**config.mk**
```make
export PLATFORM = sky130hd
export DESIGN_NAME = program_loader
export DESIGN_NICKNAME = d
export VERILOG_FILES = /design/src/rtl/program_loader.sv
export SDC_FILE = /design/constraint.sdc
export NUM_CORES = 1
export LEC_CHECK = 0
export CAP_MARGIN = 40
export CORE_MARGIN = 8
export CORE_UTILIZATION = 33
export DETAILED_ROUTE_END_ITERATION = 16
export GPL_TIMING_DRIVEN = 0
export PLACE_DENSITY_LB_ADDON = 0.3
export RECOVER_POWER = 100
export SYNTH_ARGS = -nofsm -noshare
export SYNTH_HDL_FRONTEND = slang
export SYNTH_SLANG_ARGS = --single-unit
export TNS_END_PERCENT = 100
```
**constraint.sdc**
```tcl
create_clock -name clock -period 2.2 [get_ports clock]
set_input_delay 0.44 -clock clock [delete_from_list [all_inputs] [get_ports clock]]
set_output_delay 0.44 -clock clock [all_outputs]
set_load 0.01 [all_outputs]
```
**src/rtl/program_loader.sv**
```systemverilog
// program_loader: target end of the host program-download protocol.
// Sends HELLO_BYTE, takes a 32-bit little-endian byte count, writes the
// program words to IMEM, then sends READY_BYTE and raises done.
// Optional build macro LOADER_CHECKSUM_EN adds an 8-bit XOR checksum of the
// program bytes, transmitted between the program and READY_BYTE.
module program_loader #(
  parameter int unsigned ADDR_WIDTH = 15,
  parameter logic [7:0]  HELLO_BYTE = 8'h99,
  parameter logic [7:0]  READY_BYTE = 8'haa
) (
  input  logic                  clock,
  input  logic                  reset,
  input  logic                  rx_ready,
  input  logic [7:0]            rdata,
  input  logic                  ferr,
  input  logic                  tx_busy,
  output logic                  tx_start,
  output logic [7:0]            sdata,
  output logic                  imem_we,
  output logic [ADDR_WIDTH-1:0] imem_addr,
  output logic [31:0]           imem_wdata,
  output logic [ADDR_WIDTH:0]   word_count,
  output logic                  done,
  output logic                  error
);

  typedef enum logic [2:0] {
    S_HELLO,
    S_SIZE,
    S_PROG,
`ifdef LOADER_CHECKSUM_EN
    S_CSUM,
`endif
    S_READY,
    S_DONE,
    S_ERROR
  } state_t;

  // Largest legal byte count: the whole IMEM.
  localparam logic [32:0]         MAX_BYTES = 33'(1) << (ADDR_WIDTH + 2);
  localparam logic [ADDR_WIDTH:0] ONE_WORD  = 1;

  state_t                r_state;
  state_t                w_next_state;
  logic [23:0]           r_size_lo;     // first three size bytes
  logic [ADDR_WIDTH:0]   r_words;       // program length in words
  logic [31:0]           r_word;        // word being assembled
  logic [1:0]            r_byte_cnt;
  logic [ADDR_WIDTH:0]   r_word_count;
  logic                  r_imem_we;
  logic                  r_tx_prev;     // tx_start of the previous cycle
  logic [7:0]            r_sdata;
`ifdef LOADER_CHECKSUM_EN
  logic [7:0]            r_csum;
`endif

  logic                  w_can_send;
  logic                  w_tx_fire;
  logic [7:0]            w_tx_byte;
  logic                  w_rx_ok;
  logic                  w_rx_bad;
  logic [31:0]           w_size_full;
  logic                  w_last_byte;

  // A new send needs an idle transmitter and a gap cycle after the last pulse.
  assign w_can_send  = ~reset & ~tx_busy & ~r_tx_prev;
  assign w_rx_ok     = rx_ready & ~ferr;
  assign w_rx_bad    = rx_ready & ferr;
  assign w_size_full = {rdata, r_size_lo};
  assign w_last_byte = (r_byte_cnt == 2'd3);

  // State register.
  always_ff @(posedge clock) begin
    // NOTE: reset is synchronous here, so it sits inside the clocked branch
    // rather than in the sensitivity list.
    if (reset) r_state <= S_HELLO;
    else       r_state <= w_next_state;
  end

  // Next-state and transmit decisions.
  always_comb begin
    // NOTE: every signal gets a default first so no path leaves it unassigned
    // and no latch is inferred.
    w_next_state = r_state;
    w_tx_fire    = 1'b0;
    w_tx_byte    = r_sdata;
    case (r_state)
      S_HELLO: begin
        w_tx_byte = HELLO_BYTE;
        if (w_can_send) begin
          w_tx_fire    = 1'b1;
          w_next_state = S_SIZE;
        end
      end
      S_SIZE: begin
        if (w_rx_bad) begin
          w_next_state = S_ERROR;
        end else if (w_rx_ok && w_last_byte) begin
          if (w_size_full == 32'd0) begin
`ifdef LOADER_CHECKSUM_EN
            w_next_state = S_CSUM;
`else
            w_next_state = S_READY;
`endif
          end else if ((w_size_full[1:0] != 2'd0) || ({1'b0, w_size_full} > MAX_BYTES)) begin
            w_next_state = S_ERROR;
          end else begin
            w_next_state = S_PROG;
          end
        end
      end
      S_PROG: begin
        if (w_rx_bad) begin
          w_next_state = S_ERROR;
        end else if (r_imem_we && (r_word_count + ONE_WORD == r_words)) begin
`ifdef LOADER_CHECKSUM_EN
          w_next_state = S_CSUM;
`else
          w_next_state = S_READY;
`endif
        end
      end
`ifdef LOADER_CHECKSUM_EN
      S_CSUM: begin
        w_tx_byte = r_csum;
        if (w_can_send) begin
          w_tx_fire    = 1'b1;
          w_next_state = S_READY;
        end
      end
`endif
      S_READY: begin
        w_tx_byte = READY_BYTE;
        if (w_can_send) begin
          w_tx_fire    = 1'b1;
          w_next_state = S_DONE;
        end
      end
      S_DONE:  w_next_state = S_DONE;
      S_ERROR: w_next_state = S_ERROR;
      default: w_next_state = S_HELLO;
    endcase
  end

  // Datapath: size capture, word assembly, IMEM write pulse, transmit hold.
  always_ff @(posedge clock) begin
    if (reset) begin
      r_size_lo    <= '0;
      r_words      <= '0;
      r_word       <= '0;
      r_byte_cnt   <= '0;
      r_word_count <= '0;
      r_imem_we    <= 1'b0;
      r_tx_prev    <= 1'b0;
      r_sdata      <= '0;
`ifdef LOADER_CHECKSUM_EN
      r_csum       <= '0;
`endif
    end else begin
      // NOTE: non-blocking assignments so every register samples the
      // pre-edge values, independent of statement order.
      r_tx_prev <= w_tx_fire;
      r_imem_we <= 1'b0;
      if (w_tx_fire) r_sdata <= w_tx_byte;
      if (r_imem_we) r_word_count <= r_word_count + ONE_WORD;
      if (w_rx_ok && (r_state == S_SIZE)) begin
        r_size_lo  <= w_size_full[31:8];
        r_byte_cnt <= r_byte_cnt + 2'd1;
        if (w_last_byte) r_words <= w_size_full[ADDR_WIDTH+2:2];
      end
      if (w_rx_ok && (r_state == S_PROG)) begin
        r_word     <= {rdata, r_word[31:8]};
        r_byte_cnt <= r_byte_cnt + 2'd1;
        if (w_last_byte) r_imem_we <= 1'b1;
`ifdef LOADER_CHECKSUM_EN
        r_csum     <= r_csum ^ rdata;
`endif
      end
    end
  end

  assign tx_start   = w_tx_fire;
  assign sdata      = w_tx_fire ? w_tx_byte : r_sdata;
  assign imem_we    = r_imem_we;
  assign imem_addr  = r_word_count[ADDR_WIDTH-1:0];
  assign imem_wdata = r_word;
  assign word_count = r_word_count;
  assign done       = (r_state == S_DONE);
  assign error      = (r_state == S_ERROR);

endmodule

```
==> results.json, run 1 <==
{
  "clkTransAtPathRegs_ns": 0.07,
  "num-fill-cells": 1355,
  "netlist_instances": 587,
  "cts_max_path_buffers": 2,
  "drtIter0Drc": 242,
  "clockRootBuffer": "clkbuf_16",
  "syn-num-nets": 602,
  "grt_usage_pct": 14.01,
  "clock-sinks": 103,
  "gp_congestion": 0.8653,
  "start_util_pct": 33.51,
  "worst_slew_pin_slew_ns": 0.6076,
  "rr_worst_depth": 8,
  "rsz0062_at_grt": "yes",
  "cts_tree": "yes",
  "peakVddDrop_uv": 403.7,
  "drc_errors": 0,
  "drt_wl_total_mm": 12.39,
  "die-area_sq_um": 17960,
  "critPathRequiredTime_ns": 1.76,
  "insertion_delay_ns": 0.35,
  "pwr_density_cell_nw_per_um2": 609.5,
  "io_pins": 88,
  "drtPass1Iterations": 4,
  "final_common_cell": "nand2_1",
  "final.setup.tns_ns": 0,
  "critPathMaxFanout": 3,
  "ys_warn_count": 0,
  "drive_gt1_share_pct": 11.60,
  "path_cells": "dlygate4sd2_1, nor4_4, buf_4, buf_4, nand2_1, a21oi_2, nor2_1, clkbuf_2",
  "synth_edf_count": 0,
  "grt_max_degree": 17,
  "holdBufCountCts": 0,
  "synth_area_sq_um": 4597,
  "port_buffers": 87,
  "die_h_um": 134.0,
  "fin_nets": 709,
  "fmax_mhz": 472.0,
  "skew_ns": 0.007741,
  "cts_max_level": 3,
  "setup_viol": 0,
  "core_sq_um": 13720,
  "place_hpwl_mm": 9.263,
  "cts_buffers": 9,
  "postRouteAntennaNets": 0,
  "fin_util_pct": 45.15,
  "area_growth_pct": 34.76,
  "ys_seq_area_share_pct": 44.86,
  "synth_seq_cells": 103,
  "grt_pass1_vias": 4174,
  "endpoint": "sdata[5]",
  "worstSetupPathType": "input pin to output port",
  "crit_top_cell": "buf_4",
  "antenna_found_initial": 0,
  "arrival_ns": 1.68,
  "multi_input_area_sq_um": 2327,
  "yosysTopAreaCell": "dfxtp_1",
  "vias_per_cell": 4.913,
  "max_stage_delay_ns": 0.27,
  "r2r_end": "r_state[0]",
  "yosys-top-cells-area": "dfxtp_1 (45%), nand2_1 (12%), a21oi_1 (9.5%), xnor2_1 (3.2%), xor2_1 (3.2%)",
  "worstSetupEndpointType": "output port",
  "startpoint": "tx_busy",
  "wl_per_cell_um": 14.12,
  "hold_path_class": "register to register",
  "layout_common_cells": "nand2_1 (148), dfxtp_1 (95), a21oi_1 (86)",
  "overflow": 0,
  "async_reset_ff_share_pct": 0,
  "reg2reg_setup_slack_ns": 0.12,
  "diodes": 0,
  "status": "completed",
  "total_power_w": 0.003775,
  "max_cap_viol_count": 0,
  "num_rows": 43,
  "regArea_sq_um": 2077,
  "finalHoldViolCount": 0,
  "hold_slack_ns": 0.4557,
  "die_w_um": 134.0,
  "syn_avg_cell_area_sq_um": 7.831,
  "start_kind": "input pin",
  "timing.rr.start": "word_count[5]",
  "synth_flop_cell": "dfxtp_1",
  "grt_pass1_wl_mm": 20.53,
  "cp_slowest_cell": "dlygate4sd2_1",
  "synth_cell_type_count": 44,
  "cellLeakagePower_nw": 2.131,
  "final_max_slew_viol_count": 0,
  "period_share_pct": 96.31,
  "period_needed_ns": 2.119,
  "slew_headroom_pct": 59.49,
  "synth_top_area_share_pct": 44.86,
  "vias": 4314
}
-- cell families (layout without fill, tap and decap cells) --
group	Yosys count	in the layout	synth area share, %
adder cells (fa/ha/maj)	2	2	0.5443
flip-flops	103	103	44.86
buffers and inverters	61	172	6.505
multiplexers	4	4	0.8982
XOR/XNOR	34	34	6.478
AO/OA/AOI/OAI	114	114	13.58
AND/OR/NAND/NOR	269	269	27.14
-- power breakdown --
part / switching [W] / total (W) / internal, W
clock network: 0.000676 / 0.00170 / 0.00103
logic: 0.000111 / 0.000183 / 0.0000718
registers: 0.0000121 / 0.00189 / 0.00188
-- final cells by class --
type,instances,share of cell area [%]
repair buffers,99,15.07
flip-flops and latches,103,33.53
clock inverters,4,1.252
inverters,5,0.3030
multi-input cells,423,37.57
plain buffers,53,4.726
well taps,180,3.636
clock buffers,11,3.918
-- flip-flops by register name, summed over array words and instances, names as in the netlist --
register    cells
r_words        16
r_sdata         8
r_byte_cnt      2
imem_we         1
imem_wdata     32
r_size_lo      24
word_count     16
r_state         3
r_tx_prev       1
-- synthesized netlist by cell type, types with 3 or more instances --
library cell  instances
and2_1                8
nand2_1             148
nand4_1              11
inv_1                 4
buf_4                17
nor4_1               11
nor2_1               32
dfxtp_1             103
nor3_1                5
o21ai_1               5
xor2_1               17
o21ai_0               6
or3_1                 5
buf_2                 5
xnor2_1              17
a31oi_1               3
nand2b_1              5
nand3_1              25
nor2b_1              10
clkbuf_1             34
a21oi_1              87
mux2i_1               3
-- worst max-delay path, delay by kind of cell --
family,cells,cell delay (ns)
buffers and inverters,4,0.69
and+or+nand+nor,3,0.41
AOI/OAI and AO/OA,1,0.14
-- worst min-delay path by stage --
stage / startpoint / end / depth (start not counted)
3_3_place_gp: r_size_lo[1] / r_size_lo[1] / 2
5_1_grt: reset / r_state[0] / 3
6_report: imem_wdata[1] / imem_wdata[1] / 2
3_5_place_dp: imem_wdata[1] / imem_wdata[1] / 2
2_1_floorplan: r_size_lo[1] / r_size_lo[1] / 2
4_1_cts: r_size_lo[1] / r_size_lo[1] / 2
-- routing by layer --
metal,global-route usage (%),share of wire [%],vias up
met3,5.946,8.5,27
met5,0,0,-
met1,16.81,45,1965
met4,5.303,2.2,0
met2,21.81,45,142
li1,-,-,2180
-- what timing repair did --
action,4_1_cts,5_1_grt
buffers inserted,6,6
pin swaps,1,7
endpoints found under the hold margin,0,0
endpoints found under the setup margin,12,12
gates resized for setup,30,29
-- stage by stage --
step / instance area [sq um] / setup slack (ns) / cells
3_3_place_gp: 5693 / -0.6812 / 854
2_1_floorplan: 4597 / 0.09565 / 587
3_5_place_dp: 5693 / -0.7097 / 854
5_1_grt: 6195 / -0.02908 / 878
4_1_cts: 6092 / 0.0007880 / 872
6_report: 6195 / 0.08124 / 878
(Power assumes the default switching activity.)
==> run 2, diff against run 1 <==
SLEW_MARGIN = 20   (was not set)
==> results of run 2 <==
Same layout as run 1: the final DEF is identical, and so are final timing and power.
==> run 3, diff against run 2 <==
--- a/config.mk
+++ b/config.mk
@@ -7,4 +7,5 @@
 export LEC_CHECK = 0
 export CAP_MARGIN = 40
+export CORE_ASPECT_RATIO = 0.8
 export CORE_MARGIN = 8
 export CORE_UTILIZATION = 33
==> constraint.sdc (replaced) <==
create_clock -name clock -period 2.2 [get_ports clock]
set_input_delay 0.44 -clock clock [delete_from_list [all_inputs] [get_ports clock]]
set_output_delay 0.44 -clock clock [all_outputs]
set_load 0.05 [all_outputs]
==> run 3 against run 2 <==
Compared with the run above:
- fmax shrank 0.88%
- die area rose by 0.13%
- core utilization down 0.47 points
- clock skew down 0.00088 ns
- worst setup slack worse by 0.019 ns
- critical path type is now register to output port
- largest power group unchanged
==> results.json, run 3 (synthesis gave the netlist of run 1 again) <==
{
  "cts_buffers": 9,
  "final_max_slew_viol_count": 0,
  "postRouteAntennaNets": 0,
  "slew_headroom_pct": 57.42,
  "grt_pass1_wl_mm": 20.64,
  "grt_pass1_vias": 4135,
  "wl_per_cell_um": 14.60,
  "num_rows": 38,
  "grt_usage_pct": 14.10,
  "die-area_sq_um": 17990,
  "overflow": 0,
  "vias": 4320,
  "vias_per_cell": 4.948,
  "arrival_ns": 1.70,
  "fin_nets": 703,
  "rsz0062_at_grt": "no",
  "path_cells": "clkbuf_4, clkdlybuf4s50_1",
  "place_hpwl_mm": 9.481,
  "cellLeakagePower_nw": 2.260,
  "clockRootBuffer": "clkbuf_16",
  "num-fill-cells": 1359,
  "cp_slowest_cell": "clkdlybuf4s50_1",
  "regArea_sq_um": 2073,
  "layout_common_cells": "nand2_1 (148), dfxtp_1 (98), a21oi_1 (85)",
  "cts_tree": "yes",
  "fmax_mhz": 467.8,
  "period_needed_ns": 2.138,
  "io_pins": 88,
  "finalHoldViolCount": 0,
  "antenna_found_initial": 0,
  "gp_congestion": 0.8362,
  "critical-path-top-delay-family": "buffers and inverters",
  "drc_errors": 0,
  "hold_slack_ns": 0.4554,
  "period_share_pct": 97.16,
  "insertion_delay_ns": 0.35,
  "multi_input_area_sq_um": 2315,
  "hold_path_class": "register to register",
  "largest_reg_flops": 32,
  "cts_max_path_buffers": 2,
  "critPathMaxFanout": 9,
  "area_growth_pct": 32.17,
  "reg2reg_setup_slack_ns": 0.08,
  "port_buffers": 87,
  "final_common_cell": "nand2_1",
  "start_kind": "register",
  "cts_max_level": 3,
  "total_power_w": 0.003705,
  "setup_viol": 0,
  "critPathBufInv": 2,
  "max_cap_viol_count": 0,
  "clock-sinks": 103,
  "drive_gt1_share_pct": 11.69,
  "clkTransAtPathRegs_ns": 0.07,
  "worst_slew_pin_slew_ns": 0.6387,
  "pwr_density_cell_nw_per_um2": 609.7,
  "drt_wl_total_mm": 12.75,
  "drtPass1Iterations": 5,
  "die_h_um": 121.6,
  "grt_max_degree": 20,
  "status": "completed",
  "peakVddDrop_uv": 464.3,
  "core_sq_um": 13600,
  "critPathRequiredTime_ns": 1.76,
  "worstSetupEndpointType": "output port",
  "worstSetupPathType": "register to output port",
  "skew_ns": 0.006861,
  "max_stage_delay_ns": 0.79,
  "start_util_pct": 33.81,
  "diodes": 0,
  "drtIter0Drc": 252,
  "die_w_um": 148.0,
  "holdBufCountCts": 0
}
-- run 3: stage by stage --
step           cells  worst slack (ns)  util [%]  setup TNS [ns]  instance area [sq um]
4_1_cts          870         0.0008620     44.28               0                   6021
2_1_floorplan    587          -0.08956         -        -0.08956                   4607
3_5_place_dp     854            -1.039     41.94          -16.44                   5703
5_1_grt          873          0.002461     44.68               0                   6076
6_report         873           0.06241     44.68               0                   6076
3_3_place_gp     854           -0.9854     41.94          -14.94                   5703
-- run 3: path summary, 6_finish.rpt --
check                startpoint             to  cells past startpoint
setup / recovery  word_count[0]  word_count[0]                      2
hold / removal    imem_wdata[0]  imem_wdata[0]                      2
hold reg to reg   imem_wdata[0]  imem_wdata[0]                      2
setup reg to reg  word_count[4]     r_state[0]                      8
-- run 3: final cells by class --
class,instances,area share [%]
timing repair buffer,93,14.31
sequential,103,34.12
tap,180,3.707
buffer,53,4.572
clock buffer,10,3.933
multi-input combinational,423,38.10
clock inverter,6,0.9473
inverter,5,0.3089
-- run 3: repair_timing --
action	in CTS	in global routing
pin swaps	1	5
resized for setup	75	23
endpoints found under the hold margin	0	0
setup buffers	3	3
setup endpoints to repair	17	19
-- run 3: layer usage --
layer	global-route usage [%]	wire, um	up-vias	share of wire (%)
li1	-	-	2164	-
met5	0	0	-	0
met1	17.47	5867	1973	46
met3	5.041	1149	12	9.0
met4	4.069	150	0	1.2
met2	22.83	5580	171	44
-- run 3: report_power, final --
group / switching [W] / total, W / internal (W) / leakage, nW
registers: 0.0000125 / 0.00189 / 0.00187 / 0.834
clock network: 0.000753 / 0.00158 / 0.000829 / 0.148
logic: 0.000156 / 0.000235 / 0.0000786 / 1.28
total: 0.000922 / 0.00370 / 0.00278 / 2.26
-- run 3: worst register-to-register path, cell delays in order (launching register included) --
cell	delay, ns
dfxtp_1	0.34
buf_4	0.18
nand4_4	0.14
or3_4	0.44
o41ai_2	0.30
mux2i_1	0.14
o22ai_1	0.18
o2111ai_2	0.17
a31oi_1	0.18
